==> src/rtl/ultrasonic_ranger_multi.sv <==
// ultrasonic_ranger_multi: round-robin HC-SR04 ranger with per-channel BCD distance, proximity flags and echo timeout
module ultrasonic_ranger_multi #(
  parameter int NUM_CH      = 2,
  parameter int TRIG_CYCLES = 500,
  parameter int SLOT_CYCLES = 3000000,
  parameter int TICK_CYCLES = 2940,
  parameter int MAX_CM      = 400,
  parameter int NEAR_CM     = 30,
  parameter int STOP_CM     = 10
) (
  input  logic                 clk_in,
  input  logic                 rst,
  input  logic [NUM_CH-1:0]    echo,
  output logic [NUM_CH-1:0]    trig,
  output logic [16*NUM_CH-1:0] dist_bcd,
  output logic                 dist_valid,
  output logic [2:0]           dist_ch,
  output logic [NUM_CH-1:0]    has_obstruction,
  output logic [NUM_CH-1:0]    backward,
  output logic [NUM_CH-1:0]    timeout
);
  localparam int CW = $clog2(MAX_CM + 1);
  localparam int TW = (TICK_CYCLES > 1) ? $clog2(TICK_CYCLES) : 1;
  localparam int SW = $clog2(SLOT_CYCLES);
  localparam logic [SW-1:0] SLOT_LAST = SW'(SLOT_CYCLES - 1);
  localparam logic [SW-1:0] TRIG_LAST = SW'(TRIG_CYCLES - 1);
  localparam logic [SW-1:0] RISE_LIM  = SW'(MAX_CM * TICK_CYCLES);
  localparam logic [TW-1:0] TICK_LAST = TW'(TICK_CYCLES - 1);
  localparam logic [CW-1:0] CM_MAX    = CW'(MAX_CM);
  localparam logic [CW-1:0] CM_NEAR   = CW'(NEAR_CM);
  localparam logic [CW-1:0] CM_STOP   = CW'(STOP_CM);
  localparam logic [2:0]    CH_LAST   = 3'(NUM_CH - 1);
  typedef enum logic [2:0] {IDLE, TRIG, WAIT_RISE, MEASURE, DONE, GAP} state_t;
  state_t state_q, state_d;
  logic [2:0] ch_q, ch_d;
  logic [SW-1:0] slot_q, slot_d;
  logic [TW-1:0] tick_q, tick_d;
  logic [CW-1:0] cm_q, cm_d;
  logic [15:0] bcd_q, bcd_d;
  logic [NUM_CH-1:0] s1_q, s2_q, s3_q, trig_q, obs_q, bwd_q, tmo_q, ch_oh;
  logic [16*NUM_CH-1:0] dist_q;
  logic rise, fall, done_tmo;
  function automatic logic [15:0] bcd_inc(input logic [15:0] b);
    logic [15:0] r;
    logic c;
    r = b;
    c = 1'b1;
    for (int i = 0; i < 4; i++) begin
      if (c) begin
        if (r[4*i +: 4] == 4'd9) r[4*i +: 4] = 4'd0;
        else begin
          r[4*i +: 4] = r[4*i +: 4] + 4'd1;
          c = 1'b0;
        end
      end
    end
    return r;
  endfunction
  assign ch_oh = NUM_CH'(1) << ch_q;
  assign rise  = |(s2_q & ~s3_q & ch_oh);
  assign fall  = |(~s2_q & s3_q & ch_oh);
  always_comb begin
    state_d  = state_q;
    ch_d     = ch_q;
    slot_d   = (slot_q == SLOT_LAST) ? slot_q : slot_q + 1'b1;
    tick_d   = tick_q;
    cm_d     = cm_q;
    bcd_d    = bcd_q;
    done_tmo = 1'b0;
    case (state_q)
      IDLE: begin
        state_d = TRIG;
        slot_d  = '0;
      end
      TRIG: state_d = (slot_q == TRIG_LAST) ? WAIT_RISE : TRIG;
      WAIT_RISE:
        if (rise) begin
          state_d = MEASURE;
          tick_d  = '0;
          cm_d    = '0;
          bcd_d   = '0;
        end else if (slot_q >= RISE_LIM) begin
          state_d  = DONE;
          done_tmo = 1'b1;
        end
      MEASURE:
        if (fall) state_d = DONE;
        else if (cm_q == CM_MAX) begin
          state_d  = DONE;
          done_tmo = 1'b1;
        end else if (tick_q == TICK_LAST) begin
          tick_d = '0;
          cm_d   = cm_q + 1'b1;
          bcd_d  = bcd_inc(bcd_q);
        end else tick_d = tick_q + 1'b1;
      DONE: state_d = GAP;
      GAP:
        if (slot_q == SLOT_LAST) begin
          state_d = TRIG;
          slot_d  = '0;
          ch_d    = (ch_q == CH_LAST) ? 3'd0 : ch_q + 3'd1;
        end
      default: state_d = IDLE;
    endcase
  end
  // results land on the edge into DONE so they are stable while dist_valid is high
  always_ff @(posedge clk_in) begin
    if (rst) begin
      state_q <= IDLE;
      ch_q    <= '0;
      slot_q  <= '0;
      tick_q  <= '0;
      cm_q    <= '0;
      bcd_q   <= '0;
      s1_q    <= '0;
      s2_q    <= '0;
      s3_q    <= '0;
      trig_q  <= '0;
      obs_q   <= '0;
      bwd_q   <= '0;
      tmo_q   <= '0;
      dist_q  <= '0;
    end else begin
      state_q <= state_d;
      ch_q    <= ch_d;
      slot_q  <= slot_d;
      tick_q  <= tick_d;
      cm_q    <= cm_d;
      bcd_q   <= bcd_d;
      s1_q    <= echo;
      s2_q    <= s1_q;
      s3_q    <= s2_q;
      trig_q  <= (state_q == TRIG) ? ch_oh : '0;
      if (state_d == DONE) begin
        dist_q[16*ch_q +: 16] <= done_tmo ? 16'h9999 : bcd_q;
        tmo_q <= (tmo_q & ~ch_oh) | (done_tmo ? ch_oh : '0);
        obs_q <= (obs_q & ~ch_oh) | ((!done_tmo && cm_q < CM_NEAR) ? ch_oh : '0);
        bwd_q <= (bwd_q & ~ch_oh) | ((!done_tmo && cm_q < CM_STOP) ? ch_oh : '0);
      end
    end
  end
  assign trig            = trig_q;
  assign dist_bcd        = dist_q;
  assign dist_valid      = (state_q == DONE);
  assign dist_ch         = ch_q;
  assign has_obstruction = obs_q;
  assign backward        = bwd_q;
  assign timeout         = tmo_q;
endmodule

==> config.mk <==
export PLATFORM = sky130hd
export DESIGN_NAME = ultrasonic_ranger_multi
export DESIGN_NICKNAME = d
export VERILOG_FILES = /design/src/rtl/ultrasonic_ranger_multi.sv
export SDC_FILE = /design/constraint.sdc
export NUM_CORES = 1
export LEC_CHECK = 0
export ABC_AREA = 1
export CAP_MARGIN = 20
export CORE_MARGIN = 3
export CORE_UTILIZATION = 45
export CTS_BUF_LIST = sky130_fd_sc_hd__clkbuf_8
export DETAILED_ROUTE_END_ITERATION = 7
export DONT_BUFFER_PORTS = 1
export SLEW_MARGIN = 20
export SYNTH_ARGS = -nofsm -noshare
export SYNTH_HDL_FRONTEND = slang
export SYNTH_SLANG_ARGS = --single-unit
export TNS_END_PERCENT = 1
==> constraint.sdc <==
create_clock -name clk_in -period 3.8 [get_ports clk_in]
set_clock_uncertainty 0.2 [all_clocks]
set_input_delay 0.19 -clock clk_in [delete_from_list [all_inputs] [get_ports clk_in]]
set_output_delay 0.19 -clock clk_in [all_outputs]
set_load 0.01 [all_outputs]
* After elaboration in Yosys (flattened, before gate mapping) *
Cells that the tools add are included.

operators by class
  muxes and demuxes = 60
  equality and inequality tests = 22
  $add $sub $neg = 9
  divide/modulo/power cells = 0
  bitwise logic cells = 14
  shift operators = 3
  $mul = 0
  $lt $le $gt $ge = 3
  reduce and logical (&&, ||, !) cells = 14

operators with widths
  cell                      count
  $mux 16                   5
  $mux 12                   4
  $mux 22                   2
  $pmux 22 s2               1
  $mux 9                    4
  $neg 7->34                1
  $shift 16x34->32 const A  1
  $shiftx 16x34->32         1
  $bwmux 32                 1
  $pmux 16 s2               1
  $mux 4                    7
  $pmux 12 s2               1
  $add 22x1->22 const B     1
  $eq 22x22->1 const B      1
  $eq 22x9->1 const B       1
  $ge 22x21->1 const B      1
  $mux 1                    21
  $mux 3                    6
  $pmux 3 s6                1
  $pmux 9 s2                1
  $reduce_and 6->1          3
  $add 4x1->4 const B       4
  $eq 4x4->1 const B        4
  $and 2x2->2               7
  25 further kinds          45

storage, ports and cells
  bits in latches = 0
  input bits = 4
  word-level logic and storage cells = 142
  memories = 0
  register bits after elaboration = 111
  memory bits (read-only) = 0
  output and inout port bits = 44
  RAM bits = 0

* Depth between registers and ports, before layout *
Gate-level depths: netlist of run 1.

  word-level depth = 21
  mapped depth = 13
  gate-level depth less buffers = 13

* Least setup slack after synthesis of run 1 *
No wires, ideal clock.

  kind = reg-to-reg
  start point = register ch_q[0], in the netlist dist_ch[0]
  end point = register dist_q[12], in the netlist dist_bcd[12]
  arrival time = 1.978 ns
  clock period less this slack = 2.292 ns
  cell stages (with the launch flop) = 10
  required time = 3.486 ns
  slack = 1.508 ns
  library setup time = 0.114 ns
  buffers on the path = 1
  cell sequence = dfxtp_1 > inv_2 > ha_1 > inv_1 > ha_1 > nor4_1 > nand2_4 > buf_4 > o21bai_1 > nor2_1

between the ends
  cells in the longest elaborated chain, start to end = 8
  elaborated cells on any way between the ends = 17
  classes of those cells = 1 x add/sub; 1 x eq/ne; 3 x shift; 8 x mux; 2 x bitwise; 2 x reduce/logical

RTL lines
  item                                line    source
  from (decl)                         35      logic [2:0] ch_q, ch_d;
  from (signal assigned)              125     ch_q <= ch_d;
  $shl 1x3->2                         59      assign ch_oh = NUM_CH'(1) << ch_q;
  $and 2x2->2 (on tied branches)      61, 60
  $reduce_or 2->1 (on tied branches)  61, 60
  $mux 1 (on tied branches)           87, 77
  $pmux 1 s2                          70      case (state_q)
  $mux 16                             135     dist_q[16*ch_q +: 16] <= done_tmo ? 16'h9999 : bcd_q;
  $shiftx 16x34->32                   135
  $bwmux 32                           135
  to (signal, indexed assignment)     135
  to (decl)                           41      logic [16*NUM_CH-1:0] dist_q;

Parallel ways exist; a longest one is shown, timed or not.
A chain may end at the register's enable or synchronous reset.

* Worst setup path in the final report of run 1 *
  start point = register state_q[2]
  end point = register bcd_q[14]

between the ends
  cells in the longest elaborated chain, start to end = 3
  elaborated cells on any way between the ends = 10
  classes of those cells = 7 x eq/ne; 1 x mux; 2 x reduce/logical

RTL lines
  item                                                       line  source
  from (decl)                                                34    state_t state_q, state_d;
  from (signal assigned)                                     124   state_q <= state_d;
  $eq 3x2->1                                                 70
  $ne 2x2->1 (no line) or $reduce_bool 2->1 (tied branches)  n/a
  $reduce_and 6->1 (no line)                                 n/a
  to (signal assigned)                                       114   bcd_q <= '0;
  to (signal assigned)                                       129   bcd_q <= bcd_d;
  to (decl)                                                  39    logic [15:0] bcd_q, bcd_d;

Parallel ways exist; a longest one is shown, timed or not.

==> impl_metrics.ini, run 1 <==
[run_status]
outcome = finished, final reports clean

[worst_setup_path]
r2r.worst_path.cells = 10
rr_endpoint = bcd_q[14]
path_class = reg2reg
cp_num_cells = 10
startpoint_type = flop
slowest_delay_ns = 0.55
worstPathCellList = nor2_4, nand2_4, inv_2, nand2_1, nand2_1, nor2_2, nand2_1, nand2_1, a21oi_1, dlygate4sd3_1
endpoint_kind = flop
arrival_ns = 3.15
cp.buffers_inverters = 2
cpMaxStageDelayCell = dlygate4sd3_1
path_delay_family = simple AND/OR/NAND/NOR gates
crit_fanout = 26
cpMostUsedCell = nand2_1
r2r_slack_ns = 0.73
r2r-start = state_q[2]
cp.required_ns = 3.89

[sta]
drv_slew = 0
period_needed_ns = 3.07
final_hold_viol_count = 0
worstMarginPinSlew_ns = 0.701
fin_ws_ns = 0.733
relSlewSlack_pct = 53.1
fin_crit_sh_pct = 80.7
holdWs_ns = 0.0896
max_freq_ghz = 0.326
setup-tns-final_ns = 0
rsz0062_at_grt = false
setup-violations-final = 0

[grt]
grt_pass1_wl_mm = 24.9
grt_remaining_overflow = 0
grt_use_total_pct = 20.5
grt_pass1_vias = 5139
grt_max_degree = 45
antenna_found_initial = 0

[power_and_ir_drop]
leakagePower_nw = 2.67
p_total_mw = 1.99
p_per_area_mw_per_mm2 = 311
peakVddDrop_mv = 0.238

[place]
numPortBuffers = 0
gp_congestion = 0.854
dpl.hpwl_mm = 10.4
placed_area_mm2 = 0.00614
preCtsSetupSlack_ns = 1.18

[min_path]
hold_class = in2reg
worstHoldPathCells = 4
holdPathEnd = dist_ch[2]
worstHoldStart = rst

[yosys]
syn_nets = 934
synth_top_family_by_area = simple AND/OR/NAND/NOR gates
ys_ff_latch = 111
synth_mux_area_share_pct = 0
yosysSeqAreaShare_pct = 36.6
synth_adder_area_share_pct = 3.71
synth.cell_area_mm2 = 0.00607
postSynthAreaPerCell_um2 = 6.65
synth-compound-area-share_pct = 6.87
synthXorXnorAreaFrac_pct = 3.47
yosys-top-cells-area = dfxtp_1 37%, nand2_1 13%, nor2_1 10%
ys_types = 37
synth-simple-area-share_pct = 39.2
synth_cells = 912
yosysTopAreaCell = dfxtp_1
synth.yosys.warnings = 0
synth_top_area_share_pct = 36.6

[clock_tree]
clk_latency_ns = 0.39
clock_sinks = 111
cts_tree = yes
cts_setup_buffers = 0
htree_num_levels = 3
cts_buffers = 9
cts_root_buffer = clkbuf_8
cts.clk_slew.worst_paths_ns = 0.10
cts.path.max_buffers = 2

[layout]
layout.nets = 923
num_antenna_cells = 0
fillers = 1380
final_cell_area_mm2 = 0.00641
area_growth_syn_to_layout_pct = 5.65
drive_above_1_share_pct = 5.75

[route]
num_vias = 5487
drc = 0
via_per_inst = 5.10
drt-initial-drc-count = 383
postRouteWirelength_mm = 14.6
wire_per_inst_um = 13.5
first_pass_iters = 5
drtAntennaViolNets = 0

[floorplanning]
row_count = 41
initial_core_util_pct = 47.1
core_area_mm2 = 0.0129
num_io_pins = 48
die-area_mm2 = 0.0149
die_w_um = 122
die_y_um = 122

[flow_run]
drv_cap = 0
[cell families after synthesis]
kind of cell / after synthesis
AND/OR/NAND/NOR: 533
buffers and inverters: 150
flip-flops: 111
AO/OA/AOI/OAI: 76
XOR/XNOR: 24
adder cells (fa/ha/maj): 18
[synthesized netlist by cell type]
cell,count
o21ai_1,1
a21oi_1,52
buf_6,3
nand2_8,1
nand4_1,24
buf_2,6
nor2_2,6
or3b_2,1
nor4_1,12
nor3_1,25
nor2_4,4
buf_4,5
clkbuf_1,11
o21bai_1,10
nor3b_1,3
xor2_1,20
dfxtp_1,111
and3_1,1
nand4_4,1
nand2_2,5
clkinv_1,1
nor2_1,164
nand2_1,205
ha_1,18
or2_2,2
o21ai_2,1
inv_2,8
inv_1,112
nand2_4,4
o211ai_1,3
xnor2_1,4
nor2b_1,1
nand3_1,71
o21ai_0,9
nand4_2,1
buf_1,4
nand3_2,2
[per-stage QoR]
| stage | instances | utilization (%) |
|---|---|---|
| after detailed placement | 1057 | 47.7 |
| after floorplan | 912 | - |
| after global routing | 1076 | 49.8 |
| after global placement | 1057 | 47.7 |
| after CTS | 1076 | 49.8 |
| final | 1076 | 49.8 |
[timing repair]
action,CTS,global route
endpoints found under the hold margin,43,0
resized for setup,0,0
hold buffers,5,0
[placed cells by master, fill, tap and decap left out, drive strengths merged, types with 4 or more instances in the layout]
cell | synthesis | routed
ha | 18 | 18
dfxtp | 111 | 111
nand2 | 215 | 215
nor3 | 25 | 25
o21bai | 10 | 10
xor2 | 20 | 20
nor2 | 174 | 174
nor4 | 12 | 12
clkbuf | 11 | 10
a21oi | 52 | 52
inv | 120 | 121
o21ai | 11 | 11
nand3 | 73 | 73
dlygate4sd3 | 0 | 4
nand4 | 26 | 26
xnor2 | 4 | 4
[layer usage]
layer  GRT usage, %  wire length, um
met4           5.60              221
met3           4.36              877
met1           28.1             6880
met5              0                0
met2           33.0             6570
[worst min-delay path, stage by stage]
cell and delay (ns):
inv_2 0.02, buf_4 0.27, nand2_1 0.13, nor2_1 0.03
[final cells by class]
| cell class | instances | area, um^2 | area share (%) |
|---|---|---|---|
| inverters | 121 | 454 | 7.09 |
| flip-flops and latches | 111 | 2220 | 34.7 |
| multi-input cells | 651 | 3230 | 50.4 |
| repair buffers | 7 | 75.1 | 1.17 |
| well taps | 172 | 215 | 3.36 |
| clock buffers | 10 | 138 | 2.15 |
| clock inverters | 4 | 72.6 | 1.13 |
[worst max path at each step]
stage,from,end
after floorplan,dist_ch[0],dist_bcd[12]
after global placement,dist_ch[0],dist_bcd[0]
after detailed placement,dist_ch[0],dist_bcd[4]
after CTS,state_q[2],bcd_q[14]
after global routing,tick_q[0],bcd_q[14]
final,state_q[2],bcd_q[14]
[state kept, by name, summed over array words and instances (netlist names), named ones only]
register / count
s3_q: 2
s1_q: 2
s2_q: 2
cm_q: 9
slot_q: 22
state_q: 3
dist_ch: 3
dist_bcd: 32
bcd_q: 16
trig: 2
tick_q: 12
[power breakdown]
group          leakage, nW  switching, mW  internal, mW
Combinational         1.67         0.0326        0.0146
Clock                0.110          0.396         0.382
Sequential           0.895        0.00326          1.17
Total                 2.67          0.431          1.56
Power figures use the tool's default switching activity.
==> run 2: changes to the inputs <==
--- a/config.mk
+++ b/config.mk
@@ -5,7 +5,7 @@
 export SDC_FILE = /design/constraint.sdc
 export NUM_CORES = 1
 export LEC_CHECK = 0
-export ABC_AREA = 1
+export ABC_AREA = 0
 export CAP_MARGIN = 20
 export CORE_MARGIN = 3
 export CORE_UTILIZATION = 45
==> constraint.sdc (replaced) <==
create_clock -name clk_in -period 3 [get_ports clk_in]
set_clock_uncertainty 0.2 [all_clocks]
set_input_delay 0.15 -clock clk_in [delete_from_list [all_inputs] [get_ports clk_in]]
set_output_delay 0.15 -clock clk_in [all_outputs]
set_load 0.01 [all_outputs]
==> impl_metrics.ini, run 2 <==
[power_and_ir_drop]
p_per_area_mw_per_mm2 = 398
leakagePower_nw = 2.20
peakVddDrop_mv = 0.225

[flow_run]
drv_cap = 0

[layout]
drive_above_1_share_pct = 7.86
mostFrequentLayoutCells = 111 x dfxtp_1, 67 x nand2_1, 42 x a21oi_1
largest_register_ffs = 32
num_antenna_cells = 0
final_common_cell = dfxtp_1
area_growth_syn_to_layout_pct = 7.59
layout.nets = 666
fin_cells = 817

[yosys]
ys_types = 61
ys_top_cells_by_count = 111 x dfxtp_1, 67 x nand2_1, 42 x a21oi_1, 41 x nor2_1, 32 x nand3_1
syn_nets = 666
synth-edff-count = 0
yosysTopAreaCell = dfxtp_1
synth.yosys.warnings = 0
yosys-top-cells-area = dfxtp_1 40%, mux2i_1 5.5%, nand2_1 4.5%
synth.cell_area_mm2 = 0.00562
yosysSeqAreaShare_pct = 39.5
synth_top_area_share_pct = 39.5
postSynthAreaPerCell_um2 = 8.73
synth.most_common_cell = dfxtp_1
ys_ff_latch = 111
synth_cells = 644
async_flop_share_pct = 0
ys.flop_type = dfxtp_1

[sta]
setup-violations-final = 0
period_needed_ns = 2.88
rsz0062_at_grt = false
final_hold_viol_count = 0
setup-tns-final_ns = 0
fin_crit_sh_pct = 96.1
drv_slew = 0
max_freq_ghz = 0.347
worstMarginPinSlew_ns = 0.834
relSlewSlack_pct = 43.9

[route]
postRouteWirelength_mm = 13.6
num_vias = 4826
via_per_inst = 5.91
drtAntennaViolNets = 0
first_pass_iters = 5
wire_per_inst_um = 16.7
drt-initial-drc-count = 347
drc = 0

[grt]
grt_pass1_vias = 4558
grt_remaining_overflow = 0
grt_max_degree = 42
grt_use_total_pct = 19.6
grt_pass1_wl_mm = 22.7
antenna_found_initial = 0

[floorplanning]
row_count = 40
die_w_um = 118
die_y_um = 118
initial_core_util_pct = 46.4
num_io_pins = 48
die-area_mm2 = 0.0139
core_area_mm2 = 0.0121

[min_path]
hold_class = in2reg
holdPathEnd = s1_q[0]
worstHoldPathCells = 2
worstHoldStart = echo[0]

[clock_tree]
clock_sinks = 111
cts_setup_buffers = 0
cts_buffers = 9
cts.clk_slew.worst_paths_ns = 0.11
cts_tree = yes
cts_root_buffer = clkbuf_8
cts.path.max_buffers = 2
htree_num_levels = 3
clk_latency_ns = 0.39

[worst_setup_path]
startpoint_type = flop
arrival_ns = 3.02
slowest_delay_ns = 0.55
endpoint_kind = flop
crit_fanout = 40
cpMaxStageDelayCell = dlygate4sd3_1
cp.buffers_inverters = 2
rr_endpoint = bcd_q[10]
r2r_slack_ns = 0.12
worstPathCellList = or3b_4, o32a_4, a32oi_2, buf_6, o21ai_1, a21oi_1, dlygate4sd3_1
path_class = reg2reg
path_delay_family = compound AO/OA/AOI/OAI gates
r2r-start = dist_ch[1]
r2r.worst_path.cells = 7
cp.required_ns = 3.14

[run_status]
outcome = finished, final reports clean

[place]
gp_congestion = 0.830
numPortBuffers = 0
dpl.hpwl_mm = 9.93
dp.cells = 796
==> run 2: power breakdown <==
part,internal [mW],switching (mW),leakage (nW)
Sequential,1.48,0.00668,0.896
Combinational,0.0186,0.0413,1.21
Clock,0.347,0.516,0.0967
==> run 2: final cells by class <==
type / instances / area, um^2
Inverter: 29 / 109
Sequential cell: 111 / 2220
Clock buffer: 11 / 151
Clock inverter: 5 / 33.8
Tap cell: 168 / 210
Timing Repair Buffer: 21 / 184
Multi-Input combinational cell: 472 / 3140
Fill cell: 1211 / 6060
==> run 2: cell families (layout without fill, tap and decap cells) <==
kind of cell / after synthesis / after routing / share of synthesized area [%]
AND/OR/NAND/NOR: 268 / 268 / 25.9
AO/OA/AOI/OAI: 132 / 132 / 16.3
flip-flops: 111 / 111 / 39.5
buffers and inverters: 61 / 66 / 4.87
multiplexers: 37 / 37 / 6.72
adder cells (fa/ha/maj): 18 / 18 / 4.01
XOR/XNOR: 17 / 17 / 2.65
==> run 2: what timing repair did <==
action	CTS	global route
gates resized for setup	0	2
endpoints found under the setup margin	0	4
hold buffers	5	0
hold endpoints to repair	64	0
==> run 2: per-layer routing <==
layer	up-vias	wire (um)	GRT usage, %
li1	2374	-	-
met1	2358	6520	26.8
met2	83	6210	30.9
met3	11	762	4.66
met4	0	131	5.35
met5	-	0	0
==> run 2: how the worst max path moves through the flow <==
stage,startpoint,to,cells after the start
final,dist_ch[1],bcd_q[10],7
after global routing,dist_ch[0],bcd_q[10],7
after global placement,tick_q[0],bcd_q[4],6
after CTS,dist_ch[1],bcd_q[10],7
after detailed placement,tick_q[0],bcd_q[5],6
after floorplan,slot_q[11],slot_q[0],9
==> run 2: stage by stage <==
step / util (%) / setup WS, ns / power, mW / area [um^2] / hold slack (ns)
2_1_floorplan: - / 0.434 / 1.56 / 5620 / 0.0782
3_3_place_gp: 47.8 / 0.306 / 1.56 / 5790 / 0.0236
3_5_place_dp: 47.8 / 0.238 / 1.56 / 5790 / 0.0288
4_1_cts: 49.8 / 0.0803 / 2.44 / 6040 / 0.211
5_1_grt: 49.9 / 0.0190 / 2.50 / 6050 / 0.213
6_report: 49.9 / 0.117 / 2.41 / 6050 / 0.224
